### config.mk
export PLATFORM = sky130hd
export DESIGN_NAME = instr_exec_unit
export DESIGN_NICKNAME = d
export VERILOG_FILES = /design/src/rtl/instr_exec_unit.sv
export SDC_FILE = /design/constraint.sdc
export NUM_CORES = 2
export LEC_CHECK = 0
export CAP_MARGIN = 20
export CELL_PAD_IN_SITES_DETAIL_PLACEMENT = 1
export CELL_PAD_IN_SITES_GLOBAL_PLACEMENT = 1
export CORE_MARGIN = 8
export CORE_UTILIZATION = 45
export CTS_BUF_LIST = sky130_fd_sc_hd__clkbuf_8
export CTS_CLUSTER_DIAMETER = 200
export CTS_CLUSTER_SIZE = 24
export DETAILED_ROUTE_END_ITERATION = 7
export PLACE_DENSITY = 0.81
export SLEW_MARGIN = 20
export SYNTH_ARGS = -nofsm -noshare
export SYNTH_HDL_FRONTEND = slang
export SYNTH_SLANG_ARGS = --single-unit
export TNS_END_PERCENT = 100
### constraint.sdc
create_clock -name clk -period 7.8 [get_ports clk]
set_input_delay 1.17 -clock clk [delete_from_list [all_inputs] [get_ports clk]]
set_output_delay 1.17 -clock clk [all_outputs]
set_load 0.01 [all_outputs]
### src/rtl/instr_exec_unit.sv
// Execution stage: fetches stored instructions in order, evaluates each one and
// returns a signed 64-bit result per instruction over a valid/ready handshake.
module instr_exec_unit #(
    parameter int unsigned OP_W   = 32,
    parameter int unsigned ADDR_W = 5,
    parameter int unsigned RES_W  = 64
) (
    input  logic                    clk,
    input  logic                    reset_n,
    input  logic                    start,
    input  logic [ADDR_W:0]         num_instr,
    output logic [ADDR_W-1:0]       read_pointer,
    input  logic [3:0]              instr_opc,
    input  logic signed [OP_W-1:0]  instr_op_a,
    input  logic signed [OP_W-1:0]  instr_op_b,
    output logic                    res_valid,
    input  logic                    res_ready,
    output logic signed [RES_W-1:0] result,
    output logic [ADDR_W-1:0]       res_index,
    output logic                    res_err,
    output logic                    busy,
    output logic                    done
);

    localparam logic [2:0] ST_IDLE   = 3'd0;
    localparam logic [2:0] ST_FETCH  = 3'd1;
    localparam logic [2:0] ST_EXEC   = 3'd2;
    localparam logic [2:0] ST_DIVIDE = 3'd3;
    localparam logic [2:0] ST_FIX    = 3'd4;
    localparam logic [2:0] ST_OUTPUT = 3'd5;

    localparam logic [3:0] OPC_ZERO  = 4'd0;
    localparam logic [3:0] OPC_PASSA = 4'd1;
    localparam logic [3:0] OPC_PASSB = 4'd2;
    localparam logic [3:0] OPC_ADD   = 4'd3;
    localparam logic [3:0] OPC_SUB   = 4'd4;
    localparam logic [3:0] OPC_MULT  = 4'd5;
    localparam logic [3:0] OPC_DIV   = 4'd6;
    localparam logic [3:0] OPC_MOD   = 4'd7;

    localparam int unsigned CNT_W     = $clog2(OP_W);
    localparam int unsigned EXT_W     = RES_W - OP_W;
    localparam logic [ADDR_W:0] MAX_N = {1'b1, {ADDR_W{1'b0}}};
    localparam logic [ADDR_W:0] CNT_ONE = {{ADDR_W{1'b0}}, 1'b1};
    localparam logic [ADDR_W-1:0] IDX_ONE = {{(ADDR_W-1){1'b0}}, 1'b1};
    localparam logic [CNT_W-1:0] DIV_ONE = {{(CNT_W-1){1'b0}}, 1'b1};
    localparam logic [CNT_W-1:0] DIV_LAST = CNT_W'(OP_W - 1);

    logic [2:0]              state_q, state_d;
    logic [ADDR_W-1:0]       idx_q, idx_d;
    logic [ADDR_W:0]         count_q, count_d;
    logic [3:0]              opc_q, opc_d;
    logic signed [OP_W-1:0]  a_q, a_d, b_q, b_d;
    logic signed [RES_W-1:0] result_q, result_d;
    logic                    err_q, err_d;
    logic                    done_q, done_d;
    logic [OP_W-1:0]         rem_q, rem_d, quo_q, quo_d, div_q, div_d;
    logic [CNT_W-1:0]        cnt_q, cnt_d;

    logic signed [RES_W-1:0] a_ext, b_ext, q_ext, r_ext;
    logic [OP_W-1:0]         a_mag, b_mag;
    logic [OP_W:0]           rem_shift, rem_diff;

    assign a_ext = {{EXT_W{a_q[OP_W-1]}}, a_q};
    assign b_ext = {{EXT_W{b_q[OP_W-1]}}, b_q};
    assign a_mag = a_q[OP_W-1] ? ('0 - a_q) : a_q;
    assign b_mag = b_q[OP_W-1] ? ('0 - b_q) : b_q;
    // Magnitude of -2^(OP_W-1) still fits unsigned OP_W bits, so no overflow here.
    assign q_ext = {{EXT_W{1'b0}}, quo_q};
    assign r_ext = {{EXT_W{1'b0}}, rem_q};
    assign rem_shift = {rem_q, quo_q[OP_W-1]};
    assign rem_diff  = rem_shift - {1'b0, div_q};

    always_comb begin
        state_d  = state_q;
        idx_d    = idx_q;
        count_d  = count_q;
        opc_d    = opc_q;
        a_d      = a_q;
        b_d      = b_q;
        result_d = result_q;
        err_d    = err_q;
        done_d   = 1'b0;
        rem_d    = rem_q;
        quo_d    = quo_q;
        div_d    = div_q;
        cnt_d    = cnt_q;
        unique case (state_q)
            ST_IDLE: begin
                if (start) begin
                    if (num_instr == '0) begin
                        done_d = 1'b1;
                    end else begin
                        count_d = (num_instr > MAX_N) ? MAX_N : num_instr;
                        idx_d   = '0;
                        state_d = ST_FETCH;
                    end
                end
            end
            ST_FETCH: begin
                opc_d   = instr_opc;
                a_d     = instr_op_a;
                b_d     = instr_op_b;
                state_d = ST_EXEC;
            end
            ST_EXEC: begin
                err_d   = 1'b0;
                state_d = ST_OUTPUT;
                case (opc_q)
                    OPC_ZERO:  result_d = '0;
                    OPC_PASSA: result_d = a_ext;
                    OPC_PASSB: result_d = b_ext;
                    OPC_ADD:   result_d = a_ext + b_ext;
                    OPC_SUB:   result_d = a_ext - b_ext;
                    OPC_MULT:  result_d = a_ext * b_ext;
                    OPC_DIV, OPC_MOD: begin
                        if (b_q == '0) begin
                            result_d = '0;
                            err_d    = 1'b1;
                        end else begin
                            rem_d   = '0;
                            quo_d   = a_mag;
                            div_d   = b_mag;
                            cnt_d   = '0;
                            state_d = ST_DIVIDE;
                        end
                    end
                    default: begin
                        result_d = '0;
                        err_d    = 1'b1;
                    end
                endcase
            end
            ST_DIVIDE: begin
                if (rem_shift >= {1'b0, div_q}) begin
                    rem_d = rem_diff[OP_W-1:0];
                    quo_d = {quo_q[OP_W-2:0], 1'b1};
                end else begin
                    rem_d = rem_shift[OP_W-1:0];
                    quo_d = {quo_q[OP_W-2:0], 1'b0};
                end
                cnt_d = cnt_q + DIV_ONE;
                if (cnt_q == DIV_LAST) begin
                    state_d = ST_FIX;
                end
            end
            ST_FIX: begin
                // Truncating division: quotient sign from a^b, remainder follows a.
                if (opc_q == OPC_DIV) begin
                    result_d = (a_q[OP_W-1] ^ b_q[OP_W-1]) ? ('0 - q_ext) : q_ext;
                end else begin
                    result_d = a_q[OP_W-1] ? ('0 - r_ext) : r_ext;
                end
                state_d = ST_OUTPUT;
            end
            ST_OUTPUT: begin
                if (res_ready) begin
                    if ({1'b0, idx_q} == count_q - CNT_ONE) begin
                        done_d  = 1'b1;
                        state_d = ST_IDLE;
                    end else begin
                        idx_d   = idx_q + IDX_ONE;
                        state_d = ST_FETCH;
                    end
                end
            end
            default: state_d = ST_IDLE;
        endcase
    end

    always_ff @(posedge clk or negedge reset_n) begin
        if (!reset_n) begin
            state_q  <= ST_IDLE;
            idx_q    <= '0;
            count_q  <= '0;
            opc_q    <= '0;
            a_q      <= '0;
            b_q      <= '0;
            result_q <= '0;
            err_q    <= 1'b0;
            done_q   <= 1'b0;
            rem_q    <= '0;
            quo_q    <= '0;
            div_q    <= '0;
            cnt_q    <= '0;
        end else begin
            state_q  <= state_d;
            idx_q    <= idx_d;
            count_q  <= count_d;
            opc_q    <= opc_d;
            a_q      <= a_d;
            b_q      <= b_d;
            result_q <= result_d;
            err_q    <= err_d;
            done_q   <= done_d;
            rem_q    <= rem_d;
            quo_q    <= quo_d;
            div_q    <= div_d;
            cnt_q    <= cnt_d;
        end
    end

    // idx only changes when entering FETCH, so it doubles as the held read pointer.
    assign read_pointer = idx_q;
    assign res_index    = idx_q;
    assign result       = result_q;
    assign res_err      = err_q;
    assign res_valid    = (state_q == ST_OUTPUT);
    assign busy         = (state_q != ST_IDLE);
    assign done         = done_q;

endmodule
Word level (Yosys, flattened, before mapping)
Cells that the tools add are included.

word-level totals
  flip-flop bits (word level) = 249
  latch bits = 0
  bits in writable memories = 0
  ROM bits = 0
  bits of input ports = 78
  output and inout bits = 78
  word-level logic and storage cells = 107
  memories = 0

cells by class
  add/subtract/negate cells = 10
  multipliers = 1
  div/mod/pow operators = 0
  $lt $le $gt $ge = 2
  eq/ne operators = 22
  shift-type cells = 0
  muxes and demuxes = 40
  bitwise operators = 3
  reduce and logical (&&, ||, !) cells = 16

operators by type and width
  cell                                               number
  one-hot mux 64 bit (6 select lines)                1
  two-way mux 64 bit                                 4
  two-way mux 32 bit                                 7
  one-hot mux 32 bit (2 select lines)                2
  one-hot mux 64 bit (2 select lines)                1
  subtractor 1 x 32 -> 33 bit, first input constant  2
  multiplier 32 x 32 -> 64 bit                       1
  subtractor 1 x 32 -> 32 bit, first input constant  2
  adder 32 x 32 -> 33 bit                            1
  >= comparator 33 x 32 -> 1 bit                     1
  subtractor 32 x 32 -> 33 bit                       1
  logical NOT 32 bit                                 1
  subtractor 32 bit                                  1
  two-way mux 5 bit                                  6
  one-hot mux 5 bit (2 select lines)                 2
  two-way mux 3 bit                                  6
  one-hot mux 3 bit (6 select lines)                 1
  == test 4 x 3 -> 1 bit, second input constant      4
  inequality test 2 bit, second input constant       6
  adder 5 x 1 -> 5 bit, second input constant        2
  AND reduction 3 bit                                3
  == test 4 x 2 -> 1 bit, second input constant      2
  two-way mux 1 bit                                  7
  == test 3 x 2 -> 1 bit, second input constant      2
  other kinds (23)                                   28

Depth between registers and ports, before layout
  depth in word-level cells = 5
  depth in mapped cells = 31
  mapped depth without buffers = 27

Worst setup path before layout
No wires, ideal clock.

  path type = register -> register
  start = reg a_q[31]
  end = reg result_q[59], in the netlist result[59]
  library setup time = 0.124 ns
  arrival = 8.406 ns
  data required time = 7.676 ns
  slack = -0.730 ns
  cell stages (with the launch flop) = 28
  buffers on the path = 5
  clock period less this slack = 8.530 ns
  cells stage by stage = dfrtp_1 -> clkbuf_1 -> clkbuf_1 -> clkbuf_1 -> clkbuf_1 -> nand2_1 -> inv_1 -> fa_1 -> fa_1 -> fa_1 -> fa_1 -> inv_1 -> fa_1 -> inv_1 -> fa_1 -> fa_1 -> fa_1 -> ha_1 -> clkbuf_1 -> nand2_1 -> o21ai_0 -> or3_1 -> nor3_1 -> nor4b_1 -> nor2_1 -> o21bai_1 -> mux2i_1 -> o21ai_1

between the ends
  word-level cells in the longest chain between the ends = 4
  elaborated cells between the ends (all ways) = 9
  those cells by class = add/sub: 2; mul: 1; mux: 5; bitwise: 1

RTL lines
  element                                                                               RTL line  RTL
  start: declaration                                                                    53        logic signed [OP_W-1:0] a_q, a_d, b_q, b_d;
  start signal: assignment                                                              177       a_q <= '0;
  start signal: assignment                                                              191       a_q <= a_d;
  parallel branches: the longest is 3 deep, another holds multiplier 32 x 32 -> 64 bit  n/a
  one-hot mux 64 bit (2 select lines) (*)                                               88        unique case (state_q)
  end signal: assignment                                                                193       result_q <= result_d;
  end: declaration                                                                      54        logic signed [RES_W-1:0] result_q, result_d;

Every way passes the cells marked *.
A chain may end at the register's enable or synchronous reset.

Final worst setup path
  start = reg a_q[10]
  end = reg result_q[29], in the netlist result[29]

between the ends
  word-level cells in the longest chain between the ends = 3
  elaborated cells between the ends (all ways) = 5
  those cells by class = add/sub: 2; mul: 1; mux: 2

RTL lines
  element                                               RTL line  RTL
  multiplier 32 x 32 -> 64 bit (tied with other cells)  115       OPC_MULT: result_d = a_ext * b_ext;
  one-hot mux 64 bit (6 select lines) (*)               109       case (opc_q)
  one-hot mux 64 bit (2 select lines) (*)               88

Every way passes the cells marked *; elsewhere a longest branch is shown, timed or not.

==> impl_metrics.py <==
metrics = {
    "yosys": {
        "synth.avg_cell_area_um2": 8.88,
        "ys_ff_latch": 249,
        "synth_area_leaders": "fa_1 39%, dfrtp_1 11%, inv_1 7.4%",
        "synth_most_common_cell": "inv_1",
        "yosys-top-cells-count": "1089 x inv_1, 1085 x fa_1, 728 x nand2_1, 461 x and2_1, 351 x clkbuf_1",
        "ys.flop_type": "dfrtp_1",
        "synth.net_count": 7692,
        "yosysSeqAreaShare": 0.112,
        "synth_edf_count": 0,
        "netlist_instances": 6240,
        "syn-cell-area_um2": 55400,
        "synth_cell_type_count": 97,
        "synth-async-reset-ratio": 1.00,
        "ys_warn_count": 0,
        "synth_top_area_cell": "fa_1",
        "yosysTopAreaCellShare": 0.392,
    },
    "cts": {
        "cts.sinks": 249,
        "cts-root-buf": "clkbuf_8",
        "clk_pin_slew_worst_paths_ps": 220,
        "cts_buffer_depth": 3,
        "clk-insertion-delay-late_ps": 700,
        "cts_hold_buf": 0,
        "cts-buffers-inserted": 15,
        "cts_tree": "done",
        "htreeDepth": 1,
    },
    "outcome": {
        "violations": "negative setup slack",
        "outcome": "finished with violations",
    },
    "timing": {
        "max_slew_margin": 0.219,
        "worst_pin_slew_ps": 1170,
        "setup_viol": 16,
        "fin_crit_sh": 1.04,
        "clock_skew_ps": 101,
        "timing.fmax_mhz": 123,
        "fin_crit_ps": 8110,
        "slew_violations": 0,
        "rsz0062_at_grt": "true",
        "finalWorstSetupSlack_ps": -310,
        "hold_violations": 0,
    },
    "layout": {
        "drive_gt1_frac": 0.126,
        "nNetsFinal": 7938,
        "num-fill-cells": 14077,
        "stdcell_area_um2": 63300,
        "syn_to_final_growth_pct": 14.3,
    },
    "worst_hold_path": {
        "hold_path_class": "reg2reg",
        "whs_path_depth": 2,
    },
    "detailed_routing": {
        "dr.max_layer_used": "met5",
        "drc": 0,
        "via_per_inst": 6.03,
        "first_iter_violations": 4146,
        "dr_wl_met3_um": 18700,
        "drt_pass1_iterations": 8,
        "ant_nets": 0,
        "wl_met2_um": 112000,
        "via_count": 48916,
        "wl_met1_um": 82100,
        "postRouteWirelength_um": 235000,
        "wl_per_cell_um": 28.9,
    },
    "placement": {
        "place.gp.congestion": 0.994,
        "hpwl_um": 190000,
        "place_area_um2": 61300,
        "portBuffers": 155,
    },
    "grt": {
        "antenna_found_initial": 10,
        "grt_pass1_vias": 54632,
        "grt_usage": 0.337,
        "grt-ovfl-total": 0,
        "grt_max_degree": 148,
        "grt_pass1_wl_um": 347000,
    },
    "critical_path": {
        "path_class": "reg2reg",
        "worst_setup_path_end_kind": "flop",
        "critPathMaxFanout": 6,
        "arrival_ps": 8660,
        "critPathRequiredTime_ps": 8350,
        "rr_worst_depth": 27,
        "start_kind": "flop",
    },
    "floorplanning": {
        "die-area_um2": 135000,
        "io_pins": 156,
        "fp.dieW_um": 367,
        "num_rows": 128,
        "die_height_um": 367,
        "initial_core_util": 0.454,
        "core_area_um2": 122000,
    },
    "flow_run": {
        "max-cap-violations": 0,
    },
}
[path summary, 6_finish.rpt]
kind | start | end | slack, ps
min in group asynchronous | reset_n | count_q[4] | 540
max in group asynchronous | reset_n | b_q[22] | 5670
min reg2reg | div_q[25] | div_q[25] | 500
min | div_q[25] | div_q[25] | 500
max reg2reg | a_q[10] | result[29] | -310
max | a_q[10] | result[29] | -310
[worst max-delay path, stage by stage (launching register included)]
cell      delay, ps
dfrtp_2         560
and2_1          210
fa_1            410
fa_1            530
fa_1            620
inv_2            60
fa_1            520
inv_2            50
fa_1            590
inv_2            60
fa_1            500
inv_2            50
fa_2            380
fa_2            600
ha_4            230
buf_4           170
nand4_1         120
o211ai_1        150
buf_4           180
a211oi_4        330
nand2_4         180
a41oi_4         340
xnor2_4         210
a222oi_1        350
buf_4           180
nand3_2          60
o31ai_2         180
o211ai_1        120
[metal layers]
layer  up-vias  track usage
met5         -            0
met4        12        0.236
met3       973       0.0621
met2      2553        0.564
met1     25265        0.391
li1      20113            -
[flip-flops by register name, indices dropped and copies added, names as in the netlist, 6 cells and up]
| register | flops |
|---|---|
| result | 64 |
| a_q | 32 |
| b_q | 32 |
| div_q | 32 |
| quo_q | 32 |
| rem_q | 32 |
| count_q | 6 |
[logic make-up after synthesis]
| group | after synthesis | share of synthesized area |
|---|---|---|
| AOI/OAI and AO/OA | 1003 | 0.119 |
| xor gates and xnor gates | 223 | 0.0353 |
| adders and majority gates | 1374 | 0.457 |
| buffers and inverters | 1490 | 0.102 |
| DFF | 249 | 0.112 |
| muxes | 66 | 0.0127 |
| and+or+nand+nor | 1835 | 0.161 |
[area by class of cell]
type	instances	area [µm²]	share of cell area
tap	1625	2030	0.0321
inverter	1090	4100	0.0647
sequential	249	6270	0.0990
clock inverter	5	61.3	0.000968
timing repair buffer	629	5870	0.0927
antenna	3	7.51	0.000119
clock buffer	15	206	0.00326
multi-input combinational	4501	44800	0.707
[per-stage QoR]
stage	setup WS, ps	hold WS [ps]	util	std cells	TNS (ps)
after floorplan	8.89	450	-	6240	0
after global placement	-244	463	0.503	8043	-1500
after detailed placement	-670	471	0.503	8043	-8060
after CTS	-32.5	507	0.510	8086	-56.6
after global routing	-383	518	0.519	8115	-4480
final	-310	503	0.519	8117	-1320
[cell usage in the layout (no fill, tap or decap), types with 177 or more instances in the layout]
cell type	netlist	final
nand2_1	728	716
fa_1	1085	1048
inv_1	1089	1080
o21ai_0	286	261
and2_1	461	458
ha_1	289	267
buf_4	7	400
dfrtp_1	249	221
a21oi_1	208	177
nor2_1	296	276
[what timing repair did]
action                     4_1_cts  5_1_grt
pin swaps                       45       97
gates cloned                     1        2
gates resized for setup        120      194
setup buffers                   23       31
setup endpoints to repair       37       42
Power is not shown: default switching activity piles up to over one toggle a cycle in this logic, so the estimate is an artifact.
